--- src/rtl/seg_scan_decoder_if.sv ---
// Scanned 7-segment display bus: the anode/segment lines coming in and the
// decoded view of the display going out.
// Optional feature macro: SEG_DP_EN adds the decimal-point line and its flags.
interface seg_scan_decoder_if;
  logic [3:0]  AN;           // anode enables, active-low, AN[i] selects digit i
  logic [6:0]  seg;          // segments, active-low, seg[0]=a .. seg[6]=g
  logic [15:0] digits;       // digit i in digits[4*i+3:4*i]
  logic [3:0]  digit_valid;  // digit i holds an accepted legal pattern
  logic [3:0]  blank;        // digit i last accepted as all-segments-off
  logic        frame_done;   // one-cycle pulse: all four digits accepted
  logic        bad_pattern;  // one-cycle pulse: accepted sample was illegal
`ifdef SEG_DP_EN
  logic        dp;           // decimal point, active-low
  logic [3:0]  dp_flags;     // decimal point lit on last legal accept of digit i

  modport master (output AN, seg, dp,
                  input  digits, digit_valid, blank, frame_done, bad_pattern, dp_flags);
  modport slave  (input  AN, seg, dp,
                  output digits, digit_valid, blank, frame_done, bad_pattern, dp_flags);
`else
  modport master (output AN, seg,
                  input  digits, digit_valid, blank, frame_done, bad_pattern);
  modport slave  (input  AN, seg,
                  output digits, digit_valid, blank, frame_done, bad_pattern);
`endif
endinterface

--- src/rtl/seg_scan_decoder.sv ---
// Receiving end of a multiplexed 4-digit 7-segment display. Synchronises the
// scanned anode/segment lines, accepts a pattern only after it has been
// stable for STABLE_CYCLES samples, and decodes it back to a hex nibble.
// Optional feature macro: SEG_DP_EN (decimal point joins the sample and is
// reported per digit on dp_flags).
module seg_scan_decoder #(
  parameter int STABLE_CYCLES = 4,  // >= 2
  parameter int CNT_W         = 4   // must hold STABLE_CYCLES
) (
  input logic              CLOCK,
  input logic              RESET_N,
  seg_scan_decoder_if.slave bus
);

`ifdef SEG_DP_EN
  localparam int SW = 12;
  logic [SW-1:0] sample_in;
  assign sample_in = {bus.dp, bus.AN, bus.seg};
`else
  localparam int SW = 11;
  logic [SW-1:0] sample_in;
  assign sample_in = {bus.AN, bus.seg};
`endif

  localparam logic [CNT_W-1:0] CNT_MAX = CNT_W'(STABLE_CYCLES);

  logic [SW-1:0]    sync1_q, sync2_q;
  logic [CNT_W-1:0] cnt_q, cnt_d;
  logic             accepted_q, accepted_d;
  logic             accept;

  logic [3:0]  s_an;
  logic [6:0]  s_seg;
  assign s_an  = sync2_q[10:7];
  assign s_seg = sync2_q[6:0];

  logic [15:0] digits_q, digits_d;
  logic [3:0]  valid_q, valid_d;
  logic [3:0]  blank_q, blank_d;
  logic [3:0]  seen_q, seen_d, seen_set;
  logic        frame_q, frame_d;
  logic        bad_q, bad_d;
  logic [1:0]  idx;
  logic        legal;
  logic [4:0]  dec;
`ifdef SEG_DP_EN
  logic [3:0]  dp_flags_q, dp_flags_d;
`endif

  // Map a standard hex glyph to {hit, nibble}; anything else returns hit=0.
  function automatic logic [4:0] glyph_to_hex(input logic [6:0] s);
    case (s)
      7'h40: return 5'h10;  7'h79: return 5'h11;
      7'h24: return 5'h12;  7'h30: return 5'h13;
      7'h19: return 5'h14;  7'h12: return 5'h15;
      7'h02: return 5'h16;  7'h78: return 5'h17;
      7'h00: return 5'h18;  7'h10: return 5'h19;
      7'h08: return 5'h1A;  7'h03: return 5'h1B;
      7'h46: return 5'h1C;  7'h21: return 5'h1D;
      7'h06: return 5'h1E;  7'h0E: return 5'h1F;
      default: return 5'h00;
    endcase
  endfunction

  // Two-flop synchroniser; idle value is all lines high (nothing driven).
  always_ff @(posedge CLOCK or negedge RESET_N) begin
    // NOTE: sequential state always uses non-blocking assignments so every
    // flop samples the pre-edge value of its neighbours.
    if (!RESET_N) begin
      sync1_q <= '1;
      sync2_q <= '1;
    end else begin
      sync1_q <= sample_in;
      sync2_q <= sync1_q;
    end
  end

  // Run length of the synchronised value: sync1_q is what sync2_q becomes at
  // this edge, so a mismatch starts a new run of length 1.
  always_comb begin
    // NOTE: every combinational output gets a default first so no path
    // leaves it unassigned and no latch is inferred.
    cnt_d      = cnt_q;
    accepted_d = accepted_q;
    accept     = (cnt_q == CNT_MAX) && !accepted_q;
    if (accept) accepted_d = 1'b1;
    if (sync1_q != sync2_q) begin
      cnt_d      = CNT_W'(1);
      accepted_d = 1'b0;
    end else if (cnt_q != CNT_MAX) begin
      cnt_d = cnt_q + 1'b1;
    end
  end

  // Run counter and once-per-run accept flag.
  always_ff @(posedge CLOCK or negedge RESET_N) begin
    if (!RESET_N) begin
      cnt_q      <= '0;
      accepted_q <= 1'b0;
    end else begin
      cnt_q      <= cnt_d;
      accepted_q <= accepted_d;
    end
  end

  // Classify an accepted sample and compute the display state it implies.
  always_comb begin
    digits_d = digits_q;
    valid_d  = valid_q;
    blank_d  = blank_q;
    seen_d   = seen_q;
    seen_set = seen_q;
    frame_d  = 1'b0;
    bad_d    = 1'b0;
    legal    = 1'b0;
    idx      = 2'd0;
    dec      = glyph_to_hex(s_seg);
`ifdef SEG_DP_EN
    dp_flags_d = dp_flags_q;
`endif
    for (int i = 0; i < 4; i++) begin
      if (!s_an[i]) idx = 2'(i);
    end
    // All anodes high is inter-digit blanking and carries no information.
    if (accept && s_an != 4'hF) begin
      if ($onehot(~s_an)) begin
        if (dec[4]) begin
          digits_d[{idx, 2'b00} +: 4] = dec[3:0];
          valid_d[idx] = 1'b1;
          blank_d[idx] = 1'b0;
          legal        = 1'b1;
        end else if (s_seg == 7'h7F) begin
          digits_d[{idx, 2'b00} +: 4] = 4'h0;
          valid_d[idx] = 1'b1;
          blank_d[idx] = 1'b1;
          legal        = 1'b1;
        end else begin
          valid_d[idx] = 1'b0;
          blank_d[idx] = 1'b0;
          bad_d        = 1'b1;
        end
        if (legal) begin
          seen_set = seen_q | (4'b0001 << idx);
          if (seen_set == 4'hF) begin
            frame_d = 1'b1;
            seen_d  = 4'h0;
          end else begin
            seen_d = seen_set;
          end
`ifdef SEG_DP_EN
          dp_flags_d[idx] = ~sync2_q[11];
`endif
        end
      end else begin
        bad_d = 1'b1;
      end
    end
  end

  // Decoded display state and status pulses.
  always_ff @(posedge CLOCK or negedge RESET_N) begin
    if (!RESET_N) begin
      digits_q <= '0;
      valid_q  <= '0;
      blank_q  <= '0;
      seen_q   <= '0;
      frame_q  <= 1'b0;
      bad_q    <= 1'b0;
`ifdef SEG_DP_EN
      dp_flags_q <= '0;
`endif
    end else begin
      digits_q <= digits_d;
      valid_q  <= valid_d;
      blank_q  <= blank_d;
      seen_q   <= seen_d;
      frame_q  <= frame_d;
      bad_q    <= bad_d;
`ifdef SEG_DP_EN
      dp_flags_q <= dp_flags_d;
`endif
    end
  end

  assign bus.digits      = digits_q;
  assign bus.digit_valid = valid_q;
  assign bus.blank       = blank_q;
  assign bus.frame_done  = frame_q;
  assign bus.bad_pattern = bad_q;
`ifdef SEG_DP_EN
  assign bus.dp_flags    = dp_flags_q;
`endif

endmodule

--- src/flat_wrapper.sv ---
// flat-port wrapper written by rule: the top's interface ports become plain ports
module seg_scan_decoder_flat 
#(
  parameter int STABLE_CYCLES = 4,         
  parameter int CNT_W         = 4                             
)
  (CLOCK, RESET_N, bus_AN, bus_seg, bus_digits, bus_digit_valid, bus_blank, bus_frame_done, bus_bad_pattern);
  seg_scan_decoder_if bus_i ();
  input logic CLOCK;
  input logic RESET_N;
  input wire logic [$bits(bus_i.AN)-1:0] bus_AN;
  input wire logic [$bits(bus_i.seg)-1:0] bus_seg;
  output wire logic [$bits(bus_i.digits)-1:0] bus_digits;
  output wire logic [$bits(bus_i.digit_valid)-1:0] bus_digit_valid;
  output wire logic [$bits(bus_i.blank)-1:0] bus_blank;
  output wire logic [$bits(bus_i.frame_done)-1:0] bus_frame_done;
  output wire logic [$bits(bus_i.bad_pattern)-1:0] bus_bad_pattern;
  assign bus_i.AN = bus_AN;
  assign bus_i.seg = bus_seg;
  assign bus_digits = bus_i.digits;
  assign bus_digit_valid = bus_i.digit_valid;
  assign bus_blank = bus_i.blank;
  assign bus_frame_done = bus_i.frame_done;
  assign bus_bad_pattern = bus_i.bad_pattern;
  seg_scan_decoder #(.STABLE_CYCLES(STABLE_CYCLES), .CNT_W(CNT_W)) u_core (.CLOCK(CLOCK), .RESET_N(RESET_N), .bus(bus_i));
endmodule
--- config.mk ---
export PLATFORM = sky130hd
export DESIGN_NAME = seg_scan_decoder_flat
export DESIGN_NICKNAME = d
export VERILOG_FILES = /design/src/rtl/seg_scan_decoder_if.sv /design/src/rtl/seg_scan_decoder.sv /design/src/flat_wrapper.sv
export SDC_FILE = /design/constraint.sdc
export NUM_CORES = 1
export LEC_CHECK = 0
export ABC_AREA = 1
export CAP_MARGIN = 20
export CORE_AREA = 2 2 83 85
export DETAILED_ROUTE_END_ITERATION = 10
export DIE_AREA = 0 0 85 87
export GPL_TIMING_DRIVEN = 1
export PLACE_DENSITY = 0.7
export RECOVER_POWER = 25
export SETUP_SLACK_MARGIN = 0.4
export SYNTH_ARGS = -nofsm -noshare
export SYNTH_HDL_FRONTEND = slang
export SYNTH_SLANG_ARGS = --single-unit
--- constraint.sdc ---
create_clock -name CLOCK -period 3.1 [get_ports CLOCK]
set_clock_uncertainty 0.15 [all_clocks]
set_input_delay 0.31 -clock CLOCK [delete_from_list [all_inputs] [get_ports CLOCK]]
set_output_delay 0.31 -clock CLOCK [all_outputs]
set_load 0.02 [all_outputs]
# Yosys cells after proc, flatten, opt, wreduce, memory -nomap -nowiden
# Index checks and enable logic that the tools add are counted.
# word_totals
regBits,57
input_bits,13
out_inout_bits,26
word_cells,92
# op_classes
add_sub_neg,5
n_lt_le_gt_ge,2
eq_ne,22
n_shift,4
n_mux,31
bitwise_logic,7
n_reduce_logical,11
# op_table
cell,n
5-bit case mux with 16 select lines,1
"7-bit == test, second input constant",5
16-bit bitwise mux,2
16-bit 2-to-1 mux,2
4-bit 2-to-1 mux,7
"7-bit by 5-bit == test with 1-bit output, second input constant",3
"7-bit by 6-bit == test with 1-bit output, second input constant",3
1-bit 2-to-1 mux,16
"4-bit by 6-bit variable shift with 16-bit output, first input constant",1
4-bit by 6-bit variable part select with 16-bit output,1
"4-bit by 6-bit variable part select with 16-bit output, first input constant",1
"7-bit by 2-bit == test with 1-bit output, second input constant",2
"7-bit by 4-bit == test with 1-bit output, second input constant",2
4-bit bitwise OR,3
11-bit != test,1
4-bit AND,2
4-bit NOT,2
"7-bit by 3-bit == test with 1-bit output, second input constant",1
7-bit zero test,1
4-bit negation with 6-bit output,1
3-bit AND reduction,2
2-bit nonzero test,3
1-bit by 1-bit adder with 2-bit output,2
"4-bit by 1-bit adder with 4-bit output, second input constant",1
14 further kinds,17

# Depth between registers and ports, before layout
# Gate-level depths: netlist (run 1).
# logic_depth
word_depth,11
ltp_mapped,14
ltp_nobuf,13

# Worst setup path after synthesis (run 1)
# Ideal clock, no wire load.
# synth_path
path_type,flip-flop to flip-flop
from,register u_core.sync2_q[9]
to,register u_core.seen_q[3]
setup_ps,113
t_arrival_ps,2447
required_time_ps,2837
slack_ps,390
path_stages_with_launch,13
path_buffers,0
period_less_slack_ps,2710
cell_sequence,dfstp_2 inv_1 ha_1 ha_1 fa_1 nor3b_1 nand2_1 inv_1 nand2_2 nor2_4 inv_2 nand2_1 inv_1
# synth_via
elab_chain_cells,6
elab_cells_between_ends,13
classes_between,add/sub (2); eq/ne (3); shift (1); mux (3); bitwise (2); reduce/logical (2)
# synth_lines
element,line,source
start: declaration,seg_scan_decoder.sv:27,"logic [SW-1:0] sync1_q, sync2_q;"
start signal: assignment,seg_scan_decoder.sv:74,sync2_q <= sync1_q;
"parallel branches: the longest is 6 deep, another holds 3-bit adder",--,
end signal: assignment,seg_scan_decoder.sv:176,seen_q <= seen_d;
end: declaration,seg_scan_decoder.sv:40,"logic [3:0] seen_q, seen_d, seen_set;"
# Several ways; the timed one is not identified.
# A chain may end at the register's enable or synchronous reset.

# Final worst setup path (run 1)
# layout_path
from,register u_core.sync2_q[8]
to,"register u_core.bad_q, in the netlist u_core.bus.bad_pattern"
# layout_via
elab_chain_cells,6
elab_cells_between_ends,8
classes_between,add/sub (2); eq/ne (2); mux (2); bitwise (1); reduce/logical (1)
# layout_lines
element,line,source
4-bit NOT,seg_scan_decoder.sv:126,if ($onehot(~s_an)) begin
1-bit by 1-bit adder with 2-bit output (not written as such),seg_scan_decoder.sv:126,
3-bit adder (not written as such),seg_scan_decoder.sv:126,
3-bit by 1-bit == test with 1-bit output,seg_scan_decoder.sv:126,
1-bit 2-to-1 mux,seg_scan_decoder.sv:126,
1-bit 2-to-1 mux *,seg_scan_decoder.sv:125,if (accept && s_an != 4'hF) begin
via u_core.bad_d,seg_scan_decoder.sv:42,"logic bad_q, bad_d;"
end signal: assignment,seg_scan_decoder.sv:168,bad_q <= 1'b0;
end signal: assignment,seg_scan_decoder.sv:178,bad_q <= bad_d;
end: declaration,seg_scan_decoder.sv:42,
# The timed path passes the listed nets; every way through them passes the cells marked *.

==> results of run 1 <==
-- cells in the mapped netlist, drive strengths merged --
cell / n / area (sq um)
nor3: 5 / 25.0
nand4: 8 / 50.1
nor2: 49 / 231
o211ai: 1 / 7.51
buf: 3 / 17.5
clkbuf: 1 / 3.75
dfstp: 22 / 578
nand2: 90 / 358
o21bai: 1 / 7.51
nor4: 2 / 12.5
inv: 47 / 176
xor2: 12 / 105
or2: 1 / 6.26
nand3: 16 / 128
dfrtp: 35 / 876
ha: 9 / 113
nor3b: 1 / 7.51
xnor2: 1 / 8.76
a21oi: 9 / 45.0
a22oi: 1 / 7.51
o21ai: 15 / 75.1
fa: 1 / 20.0
-- worst reg2reg max path, stage by stage, from the launching register on --
cell     delay, ns
dfstp_2       0.56
inv_2         0.05
ha_4          0.24
ha_4          0.16
fa_1          0.48
nor3b_2       0.26
buf_4         0.16
buf_6         0.08
buf_6         0.09
buf_6         0.09
buf_6         0.08
buf_6         0.08
nand2_1       0.05
inv_1         0.07
nor2_2        0.04
-- power by group --
group | internal, mW | total (mW) | switching, mW | leakage, nW
Combinational | 0.0821 | 0.172 | 0.0904 | 1.03
Sequential | 0.768 | 0.787 | 0.0184 | 0.709
Clock | 0.330 | 0.611 | 0.281 | 0.0932
Total | 1.18 | 1.57 | 0.390 | 1.84
-- metal layers --
layer	wire (um)	share of wire (%)	vias up	global-route usage, %
li1	-	-	1161	-
met1	2780	44	1135	21.9
met2	3200	50	65	29.3
met3	286	4.5	10	4.93
met4	106	1.7	0	8.66
met5	0	0	-	0
-- kinds of logic (layout without fill, tap and decap cells) --
family / count (synthesis) / after routing / synth area share, %
fa+ha+maj: 10 / 10 / 4.64
compound gates: 27 / 27 / 4.99
buf+inv: 51 / 121 / 6.91
xor+xnor: 13 / 13 / 3.98
flops: 57 / 57 / 50.9
simple gates: 172 / 172 / 28.6
-- through the flow --
step	utilization, %	power (mW)	hold WS (ns)	setup slack [ns]
3_3_place_gp	50.7	0.910	0.213	0.286
4_1_cts	54.4	1.55	0.0228	0.405
5_1_grt	57.0	1.64	0.236	0.266
2_1_floorplan	-	0.864	-0.136	0.416
3_5_place_dp	50.7	0.914	0.214	0.194
6_report	57.0	1.57	0.227	0.358
-- worst paths after layout --
path / from / to
worst max-delay path: u_core.sync2_q[8] / u_core.bus.bad_pattern
worst min-delay path: u_core.sync1_q[3] / u_core.sync2_q[3]
worst max register to register: u_core.sync2_q[8] / u_core.bus.bad_pattern
worst min register to register: u_core.sync1_q[3] / u_core.sync2_q[3]
max in group asynchronous: RESET_N / u_core.sync2_q[0]
min in group asynchronous: RESET_N / u_core.cnt_q[1]
-- final cells by class --
class / count / area (sq um)
repair buffers: 58 / 558
clock buffers: 13 / 159
clock inverters: 3 / 15.0
fillers: 554 / 2820
inverters: 47 / 179
flip-flops and latches: 57 / 1450
well taps: 80 / 100
multi-input cells: 222 / 1280
-- placed cells by master, fill, tap and decap left out, types with 8 or more instances in the layout --
cell type         n
nor2_2            9
clkdlybuf4s50_1  26
xor2_1           12
nor2_1           34
nand4_1           8
nand2_1          81
dfstp_1          11
inv_1            39
nand3_1          11
clkbuf_8         11
nand2_2           8
dfrtp_1          35
buf_4            13
o21ai_0           8
a21oi_1           9
dlygate4sd3_1    12
dfstp_2          11
-- timing repair --
item / in CTS / in global routing
pin swaps: 2 / 9
cloned: 0 / 0
setup endpoints to repair: 27 / 30
hold buffers: 0 / 1
setup buffers: 6 / 10
resized for setup: 7 / 19
endpoints found under the hold margin: 0 / 12
==> reports/qor.yml, run 1 <==
drive_gt1_share_pct: 21.8
dr.pass1.iters: 4
grt_pass1_wl_mm: 10.3
hold_path_class: "reg2reg"
cp.required_ns: 3.17
critPathArrivalTime_ns: 2.82
end_kind: "flip-flop"
die_height_um: 87
p_leak_nw: 1.84
area_growth_pct: 31.1
cts_buffers: 9
min_period_ns: 2.74
hold_viol_final: 0
cp.buffers_inverters: 8
cpMostUsedCell: "buf_6"
drtIter0Drc: 151
grt_antenna_before_repair: 0
drv_slew: 0
portBuffers: 38
cts_tree: "yes"
drc_errors: 0
cts_buffer_depth: 2
die_w_um: 85
synth_seq_cells: 57
grt_usage_pct: 17.9
cts-root-buf: "clkbuf_8"
final_nets: 418
cap_violations: 0
htreeDepth: 3
initial_utilization_pct: 43.5
grt_setup_unrepaired: "yes"
rows: 30
antenna_cells: 0
tightest_slew_ns: 0.999
path_delay_family: "adder cells"
max_clock_freq_mhz: 365
grt-ovfl-total: 0
critical_path.max_fanout: 3
antenna_left: 0
peakVddDrop_mv: 0.356
grt_max_degree: 46
vias: 2371
syn_inst: 330
clk_pin_slew_ns: 0.06
viasPerCell: 4.94
path_cells: "inv_2, ha_4, ha_4, fa_1, nor3b_2, buf_4, buf_6, buf_6, buf_6, buf_6, buf_6, nand2_1, inv_1, nor2_2"
path_class: "reg2reg"
slowest_delay_ns: 0.56
avgSynthCellArea_sq_um: 8.66
hold_path_depth: 0
power.density_mw_per_mm2: 419
yosysSeqAreaShare_pct: 50.9
grt_pass1_vias: 2296
setup_viol: 0
syn_nets: 353
period_share_pct: 88.5
clock_latency_ns: 0.33
avgRoutedWirePerCell_um: 13.3
place.gp.congestion: 0.806
status: "finished clean"
cts.sinks: 57
cp-start-kind: "flip-flop"
cp.depth: 14
dp_cells: 446
reg2reg_depth: 14
r2r_slack_ns: 0.36
placed_area_sq_mm: 0.00333
synth_cell_type_count: 31
die-area_sq_mm: 0.00740
dpl.hpwl_mm: 4.31
drt-total-wl_mm: 6.37
cp_slowest_cell: "dfstp_2"
fp.coreArea_sq_mm: 0.00657
finalNonFillerCells: 480
ys_warn_count: 0
relSlewSlack_pct: 33.4
tns_ns: 0
fin_area_sq_mm: 0.00375
io_pins: 39
syn_area_sq_mm: 0.00286
Power figures use the tool's default switching activity.
==> run 2: changes to the inputs <==
DONT_BUFFER_PORTS = 1   (was default)
PLACE_DENSITY = 0.63   (was 0.7)
RECOVER_POWER = default   (was 25)
SLEW_MARGIN = 20   (was default)
==> reports/qor.yml, run 2 (same netlist as run 1, synthesis figures left out) <==
status: "finished clean"
die_height_um: 87  # unchanged
grt_pass1_wl_mm: 10.2  # -1.7%
power.density_mw_per_mm2: 500  # +19%
path_cells: "inv_1, ha_4, ha_4, fa_2, nor3b_4, buf_4, buf_6, buf_6, buf_6, buf_6, nand2_2, inv_2, nor2_2"
clk_pin_slew_ns: 0.06  # about the same
rows: 30  # unchanged
fp.coreArea_sq_mm: 0.00657  # unchanged
grt_max_degree: 58  # +26%
portBuffers: 0  # -100%
r2r_slack_ns: 0.45  # +0.09 ns
grt_usage_pct: 17.8  # -0.064 points
final_nets: 386  # -7.7%
grt_pass1_vias: 2240  # -2.4%
holdPathEnd: "u_core.sync2_q[1]"
critical_path.max_fanout: 2  # -1
initial_utilization_pct: 43.5  # unchanged
dp_cells: 406  # -9.0%
drt-total-wl_mm: 5.91  # -7.2%
period_share_pct: 85.6  # -2.9 points
p_switching_uw: 396  # +1.5%
drtIter0Drc: 168  # +11%
cp.required_ns: 3.18  # about the same
cts-root-buf: "clkbuf_8"
hold_start: "u_core.sync1_q[1]"
htreeDepth: 3  # unchanged
area_growth_pct: 23.5
dpl.hpwl_mm: 3.96  # -8.0%
placed_area_sq_mm: 0.00294  # -12%
dr.pass1.iters: 4  # unchanged
rr_endpoint: "u_core.bus.bad_pattern"
fin_area_sq_mm: 0.00353  # -5.8%
path_delay_family: "adder cells"
drv_slew: 0  # unchanged
grt_setup_unrepaired: "yes"
p_leak_nw: 1.77  # -3.9%
whs_ns: 0.216  # -0.0106 ns
fill_cells: 576  # +4.0%
reg2reg_depth: 13  # -1
p_sw_share_pct: 22.4  # -2.4 points
finalNonFillerCells: 448  # -6.7%
fin_ws_ns: 0.446  # +0.0888 ns
hold_path_depth: 0  # unchanged
cts_buffer_depth: 2  # unchanged
avgRoutedWirePerCell_um: 13.2  # -0.58%
max_clock_freq_mhz: 377  # +3.3%
hold_viol_final: 0  # unchanged
peakVddDrop_mv: 0.287  # -19%
min_period_ns: 2.65  # -0.0888 ns
cp_slowest_cell: "dfstp_2"
antenna_cells: 0  # unchanged
place_ws_ns: 0.195  # +0.000530 ns
setup_viol: 0  # unchanged
tightest_slew_ns: 0.546  # -0.453 ns
r2r-start: "u_core.sync2_q[10]"
cap_violations: 0  # unchanged
clockPowerShare_pct: 45.8  # +6.9 points
critPathArrivalTime_ns: 2.73  # -0.09 ns
grt-ovfl-total: 0  # unchanged
cts_buffers: 9  # unchanged
hold_path_class: "reg2reg"
cts_tree: "yes"
final_core_util_pct: 53.7  # -3.3 points
power_frac_comb_pct: 9.5  # -1.5 points
io_pins: 39  # unchanged
final_common_cell: "nand2_1"
path_class: "reg2reg"
die_w_um: 85  # unchanged
place.gp.congestion: 0.851  # +5.7%
cp.buffers_inverters: 7  # -1
cpMostUsedCell: "buf_6"
final_cell_mix: "82 x nand2_1, 38 x inv_1, 35 x nor2_1, 35 x dfrtp_1, 22 x dfstp_2"
cts.sinks: 57  # unchanged
slowest_delay_ns: 0.53  # -0.03 ns
die-area_sq_mm: 0.00740  # unchanged
tns_ns: 0  # unchanged
drc_errors: 0  # unchanged
intPower_mw: 1.37  # +16%
clock_latency_ns: 0.34  # about the same
viasPerCell: 4.87  # -1.4%
drive_gt1_share_pct: 25.5  # +3.8 points
seqPwrFrac_pct: 44.7  # -5.4 points
end_kind: "flip-flop"
antenna_left: 0  # unchanged
relSlewSlack_pct: 63.2  # +30 points
total_power_mw: 1.76  # +12%
cp-start-kind: "flip-flop"
grt_antenna_before_repair: 0  # unchanged
vias: 2182  # -8.0%
[run 2: what timing repair did]
item,4_1_cts,5_1_grt
setup buffers,12,1
hold buffers,13,0
resized for setup,9,20
pin swaps,4,9
setup endpoints to repair,28,30
endpoints found under the hold margin,68,0
[run 2: layout make-up]
class                   instances  area, sq um  area share, %
clock buffers                  14          173           4.89
well taps                      80          100           2.84
clock inverters                 2         60.1           1.70
inverters                      47          181           5.14
repair buffers                 26          264           7.48
multi-input cells             222         1300           36.8
flip-flops and latches         57         1450           41.2
[run 2: worst reg2reg max path, stage by stage, from the launching register on]
cell and delay [ns]:
dfstp_2 0.53, inv_1 0.07, ha_4 0.28, ha_4 0.12, fa_2 0.46, nor3b_4 0.29
buf_4 0.16, buf_6 0.09, buf_6 0.09, buf_6 0.08, buf_6 0.08, nand2_2 0.05
inv_2 0.06, nor2_2 0.03
[run 2: worst max path at each step]
stage,startpoint,to,depth (start not counted)
finish,u_core.sync2_q[10],u_core.bus.bad_pattern,13
floorplan,u_core.sync2_q[9],u_core.bus.digits[0],11
global route,u_core.sync2_q[7],u_core.bus.bad_pattern,13
detailed placement,u_core.sync2_q[9],u_core.bus.digits[1],11
global placement,u_core.sync2_q[9],u_core.bus.digits[0],11
CTS,u_core.sync2_q[10],u_core.seen_q[2],12
[run 2: power groups by stage]
stage | Clock (mW) | Sequential (mW) | Combinational (mW)
detailed placement | 0 | 0.803 | 0.0782
CTS | 0.827 | 0.789 | 0.135
finish | 0.808 | 0.789 | 0.167
global route | 0.866 | 0.792 | 0.184
global placement | 0 | 0.802 | 0.0779
floorplan | 0 | 0.795 | 0.0693
[run 2: layer usage]
metal  wire length (um)  global-route usage [%]
met4                112                    7.22
met2               2850                    28.3
met5                  0                       0
met1               2670                    22.3
met3                282                    6.45
